`src/rtl/home_ctrl_pkg.sv`:
```
// Shared definitions for the home controller.
// Contents:
//   state_t        - controller state enumeration
//   DISP_*         - 3-bit display codes shown for each state
//   deb_cnt_width  - width of a debounce counter that counts 0..deb-1
package home_ctrl_pkg;

  typedef enum logic [2:0] {
    IDLE,
    ALARM,
    FDOOR,
    RDOOR,
    WINDOW,
    CLIMATE
  } state_t;

  localparam logic [2:0] DISP_IDLE   = 3'd0;
  localparam logic [2:0] DISP_FDOOR  = 3'd1;
  localparam logic [2:0] DISP_RDOOR  = 3'd2;
  localparam logic [2:0] DISP_WINDOW = 3'd3;
  localparam logic [2:0] DISP_ALARM  = 3'd4;
  localparam logic [2:0] DISP_HEAT   = 3'd5;
  localparam logic [2:0] DISP_COOL   = 3'd6;

  // The counter only ever holds 0..deb-1, so clog2(deb) bits suffice (min 1).
  function automatic int deb_cnt_width(input int deb);
    return (deb <= 2) ? 1 : $clog2(deb);
  endfunction

endpackage

```
`src/rtl/sensor_debounce.sv`:
```
// Single-bit sensor debouncer.
// Ports:
//   Clk  - clock, rising edge
//   Rst  - asynchronous active-high reset (debounced value and count cleared)
//   raw  - raw sensor level
//   deb  - debounced level; follows raw after DEB consecutive disagreeing edges
module sensor_debounce
  import home_ctrl_pkg::*;
#(
  parameter int DEB = 4
) (
  input  logic Clk,
  input  logic Rst,
  input  logic raw,
  output logic deb
);

  localparam int CW = deb_cnt_width(DEB);
  localparam logic [CW-1:0] LAST = CW'(DEB - 1);

  logic [CW-1:0] cnt;

  // Count edges on which raw disagrees with deb; any agreement restarts the
  // count, and the DEB-th disagreeing edge adopts the raw level.
  always_ff @(posedge Clk or posedge Rst) begin
    if (Rst) begin
      deb <= 1'b0;
      cnt <= '0;
    end else if (raw == deb) begin
      cnt <= '0;
    end else if (cnt == LAST) begin
      deb <= raw;
      cnt <= '0;
    end else begin
      cnt <= cnt + 1'b1;
    end
  end

endmodule

```
`src/rtl/home_ctrl_multi.sv`:
```
// Home controller: debounced doors, fire alarm and windows plus a
// hysteresis thermostat, arbitrated by a fixed-priority state machine.
// Ports:
//   Clk, Rst               - clock and asynchronous active-high reset
//   SFD, SRD, SFA          - raw front-door, rear-door and fire-alarm sensors
//   SW[NWIN-1:0]           - raw window sensors, 1 = open
//   ST[TW-1:0]             - unsigned temperature sample
//   AlarmAck               - releases a latched alarm once the fire input is clear
//   fdoor, rdoor, winbuzz,
//   alarmbuzz, heater,
//   cooler                 - registered actuator outputs
//   display[2:0]           - registered state code
//   win_idx[2:0]           - registered index of the lowest open window
module home_ctrl_multi
  import home_ctrl_pkg::*;
#(
  parameter int TW     = 7,
  parameter int NWIN   = 4,
  parameter int DEB    = 4,
  parameter int T_HEAT = 50,
  parameter int T_COOL = 60,
  parameter int HYST   = 2
) (
  input  logic            Clk,
  input  logic            Rst,
  input  logic            SFD,
  input  logic            SRD,
  input  logic            SFA,
  input  logic [NWIN-1:0] SW,
  input  logic [TW-1:0]   ST,
  input  logic            AlarmAck,
  output logic            fdoor,
  output logic            rdoor,
  output logic            winbuzz,
  output logic            alarmbuzz,
  output logic            heater,
  output logic            cooler,
  output logic [2:0]      display,
  output logic [2:0]      win_idx
);

  if (!(T_HEAT + HYST < T_COOL - HYST) || !(T_COOL < (2 ** TW))) begin : g_bad_thresholds
    $error("home_ctrl_multi: invalid temperature thresholds");
  end
  if (NWIN < 1 || NWIN > 8 || DEB < 2 || DEB > 255) begin : g_bad_sizes
    $error("home_ctrl_multi: NWIN or DEB out of range");
  end

  localparam logic [TW-1:0] HEAT_ON  = TW'(T_HEAT);
  localparam logic [TW-1:0] HEAT_OFF = TW'(T_HEAT + HYST);
  localparam logic [TW-1:0] COOL_ON  = TW'(T_COOL);
  localparam logic [TW-1:0] COOL_OFF = TW'(T_COOL - HYST);

  logic            fd_deb, rd_deb, sfa_deb;
  logic [NWIN-1:0] sw_deb;

  sensor_debounce #(.DEB(DEB)) u_deb_fd  (.Clk(Clk), .Rst(Rst), .raw(SFD), .deb(fd_deb));
  sensor_debounce #(.DEB(DEB)) u_deb_rd  (.Clk(Clk), .Rst(Rst), .raw(SRD), .deb(rd_deb));
  sensor_debounce #(.DEB(DEB)) u_deb_sfa (.Clk(Clk), .Rst(Rst), .raw(SFA), .deb(sfa_deb));

  for (genvar i = 0; i < NWIN; i++) begin : g_win
    sensor_debounce #(.DEB(DEB)) u_deb_win (.Clk(Clk), .Rst(Rst), .raw(SW[i]), .deb(sw_deb[i]));
  end

  state_t     state, next_state;
  logic       sfa_prev, alarm_q, heat_q, cool_q;
  logic       alarm_next, heat_next, cool_next, any_win;
  logic [2:0] low_idx;

  // Alarm latch: a rising debounced fire input always sets it (so a
  // coincident acknowledge loses); acknowledge only clears once fire is gone.
  always_comb begin
    alarm_next = alarm_q;
    if (sfa_deb && !sfa_prev)
      alarm_next = 1'b1;
    else if (AlarmAck && !sfa_deb)
      alarm_next = 1'b0;
  end

  // Thermostat demands with hysteresis; tracked every cycle in every state.
  always_comb begin
    heat_next = heat_q;
    if (ST < HEAT_ON)
      heat_next = 1'b1;
    else if (ST >= HEAT_OFF)
      heat_next = 1'b0;
    cool_next = cool_q;
    if (ST > COOL_ON)
      cool_next = 1'b1;
    else if (ST <= COOL_OFF)
      cool_next = 1'b0;
  end

  // Lowest open window: scan downward so the smallest index wins.
  always_comb begin
    low_idx = '0;
    any_win = |sw_deb;
    for (int i = NWIN - 1; i >= 0; i--)
      if (sw_deb[i])
        low_idx = 3'(i);
  end

  // Fixed-priority arbitration; every branch is decided fresh each cycle.
  always_comb begin
    next_state = state;
    if (alarm_next)
      next_state = ALARM;
    else if (fd_deb)
      next_state = FDOOR;
    else if (rd_deb)
      next_state = RDOOR;
    else if (any_win)
      next_state = WINDOW;
    else if (heat_next || cool_next)
      next_state = CLIMATE;
    else
      next_state = IDLE;
  end

  // Outputs are decoded from next_state so they change on the same edge
  // as the state register.
  always_ff @(posedge Clk or posedge Rst) begin
    if (Rst) begin
      state     <= IDLE;
      alarm_q   <= 1'b0;
      sfa_prev  <= 1'b0;
      heat_q    <= 1'b0;
      cool_q    <= 1'b0;
      win_idx   <= '0;
      fdoor     <= 1'b0;
      rdoor     <= 1'b0;
      winbuzz   <= 1'b0;
      alarmbuzz <= 1'b0;
      heater    <= 1'b0;
      cooler    <= 1'b0;
      display   <= DISP_IDLE;
    end else begin
      state     <= next_state;
      alarm_q   <= alarm_next;
      sfa_prev  <= sfa_deb;
      heat_q    <= heat_next;
      cool_q    <= cool_next;
      if (any_win)
        win_idx <= low_idx;
      fdoor     <= 1'b0;
      rdoor     <= 1'b0;
      winbuzz   <= 1'b0;
      alarmbuzz <= 1'b0;
      heater    <= 1'b0;
      cooler    <= 1'b0;
      display   <= DISP_IDLE;
      case (next_state)
        ALARM: begin
          alarmbuzz <= 1'b1;
          fdoor     <= 1'b1;
          rdoor     <= 1'b1;
          display   <= DISP_ALARM;
        end
        FDOOR: begin
          fdoor   <= 1'b1;
          display <= DISP_FDOOR;
        end
        RDOOR: begin
          rdoor   <= 1'b1;
          display <= DISP_RDOOR;
        end
        WINDOW: begin
          winbuzz <= 1'b1;
          display <= DISP_WINDOW;
        end
        CLIMATE: begin
          heater  <= heat_next;
          cooler  <= cool_next & ~heat_next;
          display <= cool_next ? DISP_COOL : DISP_HEAT;
        end
        default: display <= DISP_IDLE;
      endcase
    end
  end

endmodule

```
`config.mk`:
```
export PLATFORM = sky130hd
export DESIGN_NAME = home_ctrl_multi
export DESIGN_NICKNAME = d
export VERILOG_FILES = /design/src/rtl/home_ctrl_pkg.sv /design/src/rtl/sensor_debounce.sv /design/src/rtl/home_ctrl_multi.sv
export SDC_FILE = /design/constraint.sdc
export NUM_CORES = 1
export LEC_CHECK = 0
export BUFFER_PORTS_ARGS = -buffer_cell sky130_fd_sc_hd__clkbuf_2
export CAP_MARGIN = 20
export CORE_AREA = 2 2 59 61
export DETAILED_ROUTE_END_ITERATION = 10
export DIE_AREA = 0 0 61 63
export GPL_ROUTABILITY_DRIVEN = 0
export PLACE_DENSITY = 0.79
export REMOVE_ABC_BUFFERS = 1
export SYNTH_ARGS = -nofsm -noshare
export SYNTH_HDL_FRONTEND = slang
export SYNTH_HIERARCHICAL = 1
export SYNTH_SLANG_ARGS = --single-unit
```
`constraint.sdc`:
```
create_clock -name Clk -period 1.7 [get_ports Clk]
set_clock_uncertainty 0.1 [all_clocks]
set_input_delay 0.255 -clock Clk [delete_from_list [all_inputs] [get_ports Clk]]
set_output_delay 0.255 -clock Clk [all_outputs]
set_load 0.01 [all_outputs]
```
==> impl_metrics.tcl, run 1 <==
set metrics [dict create \
    clk_pin_slew_ns 0.11 \
    cp_max_fo 5 \
    fill_cells 289 \
    synthCells 116 \
    cts_tree "built" \
    tightest_slew_ns 0.5428 \
    final_common_cell "dfrtp_1" \
    slowest_stage "or4_4" \
    finalSetupTns_ns 0 \
    drv_cap 0 \
    synthesis.area_um2 1493 \
    grt_max_degree 16 \
    fp.dieW_um 61 \
    pre_cts_ws_ns 0.03784 \
    yosysSeqAreaShare 0.6035 \
    timing.final.crit_share 0.9917 \
    syn_area_per_cell_um2 12.87 \
    vias_per_cell 4.754 \
    ys_top_cells_by_area "dfrtp_1 60%, ha_1 5.9%, nor3_2 5.4%" \
    p_total_uw 3094 \
    min_period_ns 1.686 \
    cp_slowest_stage_delay_ns 0.57 \
    io_buffer_count 27 \
    synth_warnings 6 \
    rsz0062_at_grt "true" \
    gr-usage-all-layers 0.1561 \
    crit_path_end_kind "register" \
    p_seq_frac 0.461 \
    layout.nets 180 \
    switching_power_uw 1009 \
    wl_per_cell_um 12.58 \
    synth.largest_area_cell "dfrtp_1" \
    antenna_found_initial 0 \
    synth.distinct_cells 24 \
    routed_wl_um 2554 \
    drc_errors 0 \
    max-vdd-ir-drop_uv 708.2 \
    swShare 0.3261 \
    dr.pass1.iters 4 \
    htree_levels 2 \
    die-area_um2 3843 \
    place_hpwl_um 2061 \
    grt_pass1_wl_um 4333 \
    grt_overflow_total 0 \
    cts_buffers 5 \
    slew_viol_final 0 \
    syn_to_final_growth_pct 22.05 \
    fin_area_um2 1822 \
    slew_headroom 0.6378 \
    crit_arrival_ns 1.85 \
    cts_sinks 36 \
    die_h_um 63 \
    root_buffer "clkbuf_4" \
    p_leak_uw 0.0009178 \
    worst_slack_ns 0.01403 \
    max_freq_mhz 593.1 \
    vias 965 \
    setup_violations 0 \
    crit_top_cell "or4_4" \
    ys_ff_latch 36 \
    layout_common_cells "36 x dfrtp_1, 27 x clkbuf_2, 14 x inv_1" \
    powerDensity_nw_per_um2 1699 \
    first_global_vias 1014 \
    clk_path_buf_depth 2 \
    diodes 0 \
    final_antenna_net_count 0 \
    drive_gt1_frac 0.3758 \
    clock_latency_ns 0.34 \
    cp.required_ns 1.87 \
    startpoint_type "register" \
    placementRows 21 \
    crit_chain "or4_4, or4_4, nor3_4" \
    first_iter_violations 10 \
    start_util 0.4619 \
    status "complete, no violations" \
    place_area_um2 1715 \
    core-area_um2 3232 \
    post-route-util 0.5637 \
    io_pins 29 \
    clockPowerShare 0.190 \
    yosysTopAreaCellShare 0.6035 \
    path_class "register to register" \
    internal-power_uw 2085 \
    hold_violations 0 \
    power_frac_comb 0.349 \
    hp-class "input port to register" \
]
[power by group through the flow]
stage               combinational, µW  clock, µW  sequential [µW]
floorplan                         639          0             1480
global placement                 1020          0             1420
detailed placement               1080          0             1450
CTS                              1100        605             1430
global route                     1220        656             1460
finish                           1080        588             1430
[registers in the layout, summed over array words and instances (netlist names), 2 cells and up]
name and cells:
u_deb_sfa/cnt 2, u_deb_fd/cnt 2, g_win.u_deb_win/deb 4, display 3
u_deb_rd/cnt 2, win_idx 2, g_win.u_deb_win/cnt 8
[per-layer routing]
layer / global-route usage / wire (µm)
met1: 0.1776 / 1075
met3: 0.05797 / 145
met4: 0.05707 / 46
met5: 0 / 0
met2: 0.2608 / 1286
[synthesized netlist by cell type (all sizes together)]
master  number
dfrtp       36
inv         14
nor3        10
nor2         8
nor2b        8
ha           7
mux2         7
xnor2        7
a21oi        3
a22o         2
or4          2
a211oi       1
buf          1
conb         1
nand2b       1
nand3        1
nor3b        1
nor4b        1
o21ai        1
o311a        1
o31a         1
o41ai        1
or2          1
[cells by family after synthesis]
| logic type | synth area share |
|---|---|
| flip-flops | 0.6035 |
| adder cells (fa/ha/maj) | 0.05867 |
| AO/OA/AOI/OAI | 0.04945 |
| AND/OR/NAND/NOR | 0.1517 |
| other | 0.002512 |
| multiplexers | 0.05281 |
| buffers and inverters | 0.04024 |
| XOR/XNOR | 0.04107 |
[critical path, delay by kind of cell (launching register included)]
family	cells	cell delay [ns]
DFF	1	0.39
and+or+nand+nor	3	1.15
[worst paths after layout]
| check | endpoint | cells past startpoint | startpoint | slack [ns] |
|---|---|---|---|---|
| worst min-delay path | g_win[3].u_deb_win/deb$_DFFE_PP0P_ | 2 | SW[3] | 0.08 |
| max in group asynchronous | heat_q$_DFF_PP0_ | 3 | Rst | 0.64 |
| worst max-delay path | heater$_DFF_PP0_ | 3 | g_win[0].u_deb_win/deb$_DFFE_PP0P_ | 0.01 |
| worst min register to register | g_win[3].u_deb_win/cnt[0]$_DFF_PP0_ | 1 | g_win[3].u_deb_win/cnt[0]$_DFF_PP0_ | 0.36 |
| min in group asynchronous | g_win[2].u_deb_win/cnt[0]$_DFF_PP0_ | 3 | Rst | 0.32 |
| worst max register to register | heater$_DFF_PP0_ | 3 | g_win[0].u_deb_win/deb$_DFFE_PP0P_ | 0.01 |
[stage by stage]
step | std cells | hold WS (ns)
6_report | 203 | 0.07640
5_1_grt | 203 | 0.05332
4_1_cts | 203 | 0.05697
3_5_place_dp | 193 | 0.1310
3_3_place_gp | 193 | 0.1302
2_1_floorplan | 115 | -0.09136
[cell type report]
type                            count  area [µm²]  area share
Clock inverter                      3       42.54     0.02335
Inverter                           14       52.55     0.02885
Multi-Input combinational cell     65       538.0      0.2953
Timing Repair Buffer               34       192.7      0.1058
Clock buffer                        5       37.54     0.02060
Sequential cell                    36       900.9      0.4945
Tap cell                           46       57.56     0.03159
[repair_timing]
action | in CTS | in global routing
buffers inserted | 0 | 0
endpoints found under the setup margin | 0 | 1
endpoints found under the hold margin | 37 | 0
hold buffers | 2 | 0
resized for setup | 0 | 1
No activity file was read; power rests on OpenSTA's default activity.
==> run 2: changes to the inputs <==
--- a/config.mk
+++ b/config.mk
@@ -11,7 +11,7 @@
 export DETAILED_ROUTE_END_ITERATION = 10
 export DIE_AREA = 0 0 61 63
 export GPL_ROUTABILITY_DRIVEN = 0
-export PLACE_DENSITY = 0.79
+export PLACE_DENSITY_LB_ADDON = 0.25
 export REMOVE_ABC_BUFFERS = 1
 export SYNTH_ARGS = -nofsm -noshare
 export SYNTH_HDL_FRONTEND = slang
==> run 2 against run 1 <==
Net effect:
- non-clock buffer count unchanged
- register-to-register slack better by 0.07 ns
- sequential share of layout area up 0.79 points
- critical path type unchanged
- first-iteration DRC count up 20%
- critical path depth unchanged
- clock-buffer cell count up 1
==> impl_metrics.tcl, run 2 (synthesis results as in run 1) <==
set metrics [dict create \
    vias 955 \
    die-area_um2 3843 \
    routed_wl_um 2450 \
    placed_cells 194 \
    cts_tree "built" \
    p_leak_uw 0.0009142 \
    placementRows 21 \
    first_global_vias 975 \
    setup_violations 0 \
    powerDensity_nw_per_um2 1657 \
    diodes 0 \
    place_area_um2 1723 \
    hold_violations 0 \
    crit_chain "or4_4, or4_4, nor3_2" \
    fin_area_um2 1795 \
    top_register "g_win.u_deb_win/cnt" \
    drive_gt1_frac 0.3885 \
    io_buffer_count 27 \
    cp_slowest_stage_delay_ns 0.53 \
    htree_levels 2 \
    max_freq_mhz 617.1 \
    grt_pass1_wl_um 4257 \
    wl_per_cell_um 12.07 \
    layout.nets 180 \
    slowest_stage "or4_4" \
    slew_headroom 0.6404 \
    io_pins 29 \
    tightest_slew_ns 0.5389 \
    finalHoldWorstSlack_ns 0.02436 \
    core-area_um2 3232 \
    timing.final.crit_share 0.9533 \
    startpoint_type "register" \
    dr.pass1.iters 4 \
    grt_max_degree 16 \
    largest_reg_flops 8 \
    min_period_ns 1.621 \
    pre_cts_ws_ns 0.08772 \
    cts_sinks 36 \
    critical_path.top_delay_family "simple AND/OR/NAND/NOR gates" \
    worst_slack_ns 0.07942 \
    first_iter_violations 12 \
    rsz0062_at_grt "false" \
    layout.cells.non_filler 203 \
    slew_viol_final 0 \
    layout_common_cells "35 x dfrtp_1, 27 x clkbuf_2, 14 x inv_1" \
    fp.dieW_um 61 \
    final_antenna_net_count 0 \
    clk_path_buf_depth 2 \
    path_class "register to register" \
    cts_buffers 5 \
    gr-usage-all-layers 0.1553 \
    path_buf_inv 0 \
    root_buffer "clkbuf_4" \
    place_hpwl_um 1950 \
    clock_latency_ns 0.33 \
    die_h_um 63 \
    start_util 0.4619 \
    grt_overflow_total 0 \
    crit_top_cell "or4_4" \
    max-vdd-ir-drop_uv 836.0 \
    syn_to_final_growth_pct 20.28 \
    cp.required_ns 1.87 \
    clk_pin_slew_ns 0.11 \
    final_common_cell "dfrtp_1" \
    cp_max_fo 2 \
    crit_arrival_ns 1.79 \
    drv_cap 0 \
    crit_path_end_kind "register" \
    fill_cells 297 \
    reg_top3 "g_win.u_deb_win/cnt x8, g_win.u_deb_win/deb x4, display x3" \
    vias_per_cell 4.704 \
    hp-class "input port to register" \
    antenna_found_initial 0 \
    drc_errors 0 \
    status "complete, no violations" \
    finalSetupTns_ns 0 \
]
[run 2: cell types whose count changed in the layout (fill, tap and decap cells not counted), sizes merged]
cell,change
buf,+1
bufinv,-1
clkbuf,+1
clkinv,+1
clkinvlp,-1
dlygate4sd3,-1
[run 2: worst paths after layout]
path | start | to | slack [ns] | depth (start not counted)
max in group asynchronous | Rst | win_idx[1]$_DFFE_PP0P_ | 0.64 | 3
max | g_win[0].u_deb_win/deb$_DFFE_PP0P_ | heater$_DFF_PP0_ | 0.08 | 3
min in group asynchronous | Rst | u_deb_fd/cnt[0]$_DFF_PP0_ | 0.32 | 3
max reg2reg | g_win[0].u_deb_win/deb$_DFFE_PP0P_ | heater$_DFF_PP0_ | 0.08 | 3
min reg2reg | g_win[1].u_deb_win/cnt[0]$_DFF_PP0_ | g_win[1].u_deb_win/cnt[0]$_DFF_PP0_ | 0.35 | 1
min | ST[6] | heater$_DFF_PP0_ | 0.02 | 2
[run 2: timing repair]
item                                    CTS  global route
endpoints found under the setup margin    0             1
hold buffers                              1             0
setup buffers                             0             0
endpoints found under the hold margin    36             0
resized for setup                         0             1
[run 2: stage by stage]
stage | total power (µW) | util
global route | 3238 | 0.5556
global placement | 2460 | 0.5331
CTS | 3019 | 0.5552
floorplan | 2116 | -
finish | 2975 | 0.5556
detailed placement | 2539 | 0.5331
[run 2: layout make-up]
type                       count  area (µm²)  share of cell area
clock buffer                   6       51.30             0.02857
clock inverter                 2       10.01            0.005575
inverter                      14       52.55             0.02927
multi-input combinational     65       531.8              0.2962
sequential                    36       902.1              0.5024
tap                           46       57.56             0.03206
timing repair buffer          34       190.2              0.1059
[run 2: routing by layer]
metal	routed length (µm)	GRT usage	up-vias
met3	168	0.06832	5
met1	1056	0.1872	458
met2	1180	0.2352	27
li1	-	-	465
met4	44	0.07065	0
met5	0	0	-
[run 2: power by group]
group          total, µW  internal, µW  switching, µW
Sequential          1420          1210            213
Clock                470           197            274
Combinational       1080           581            503
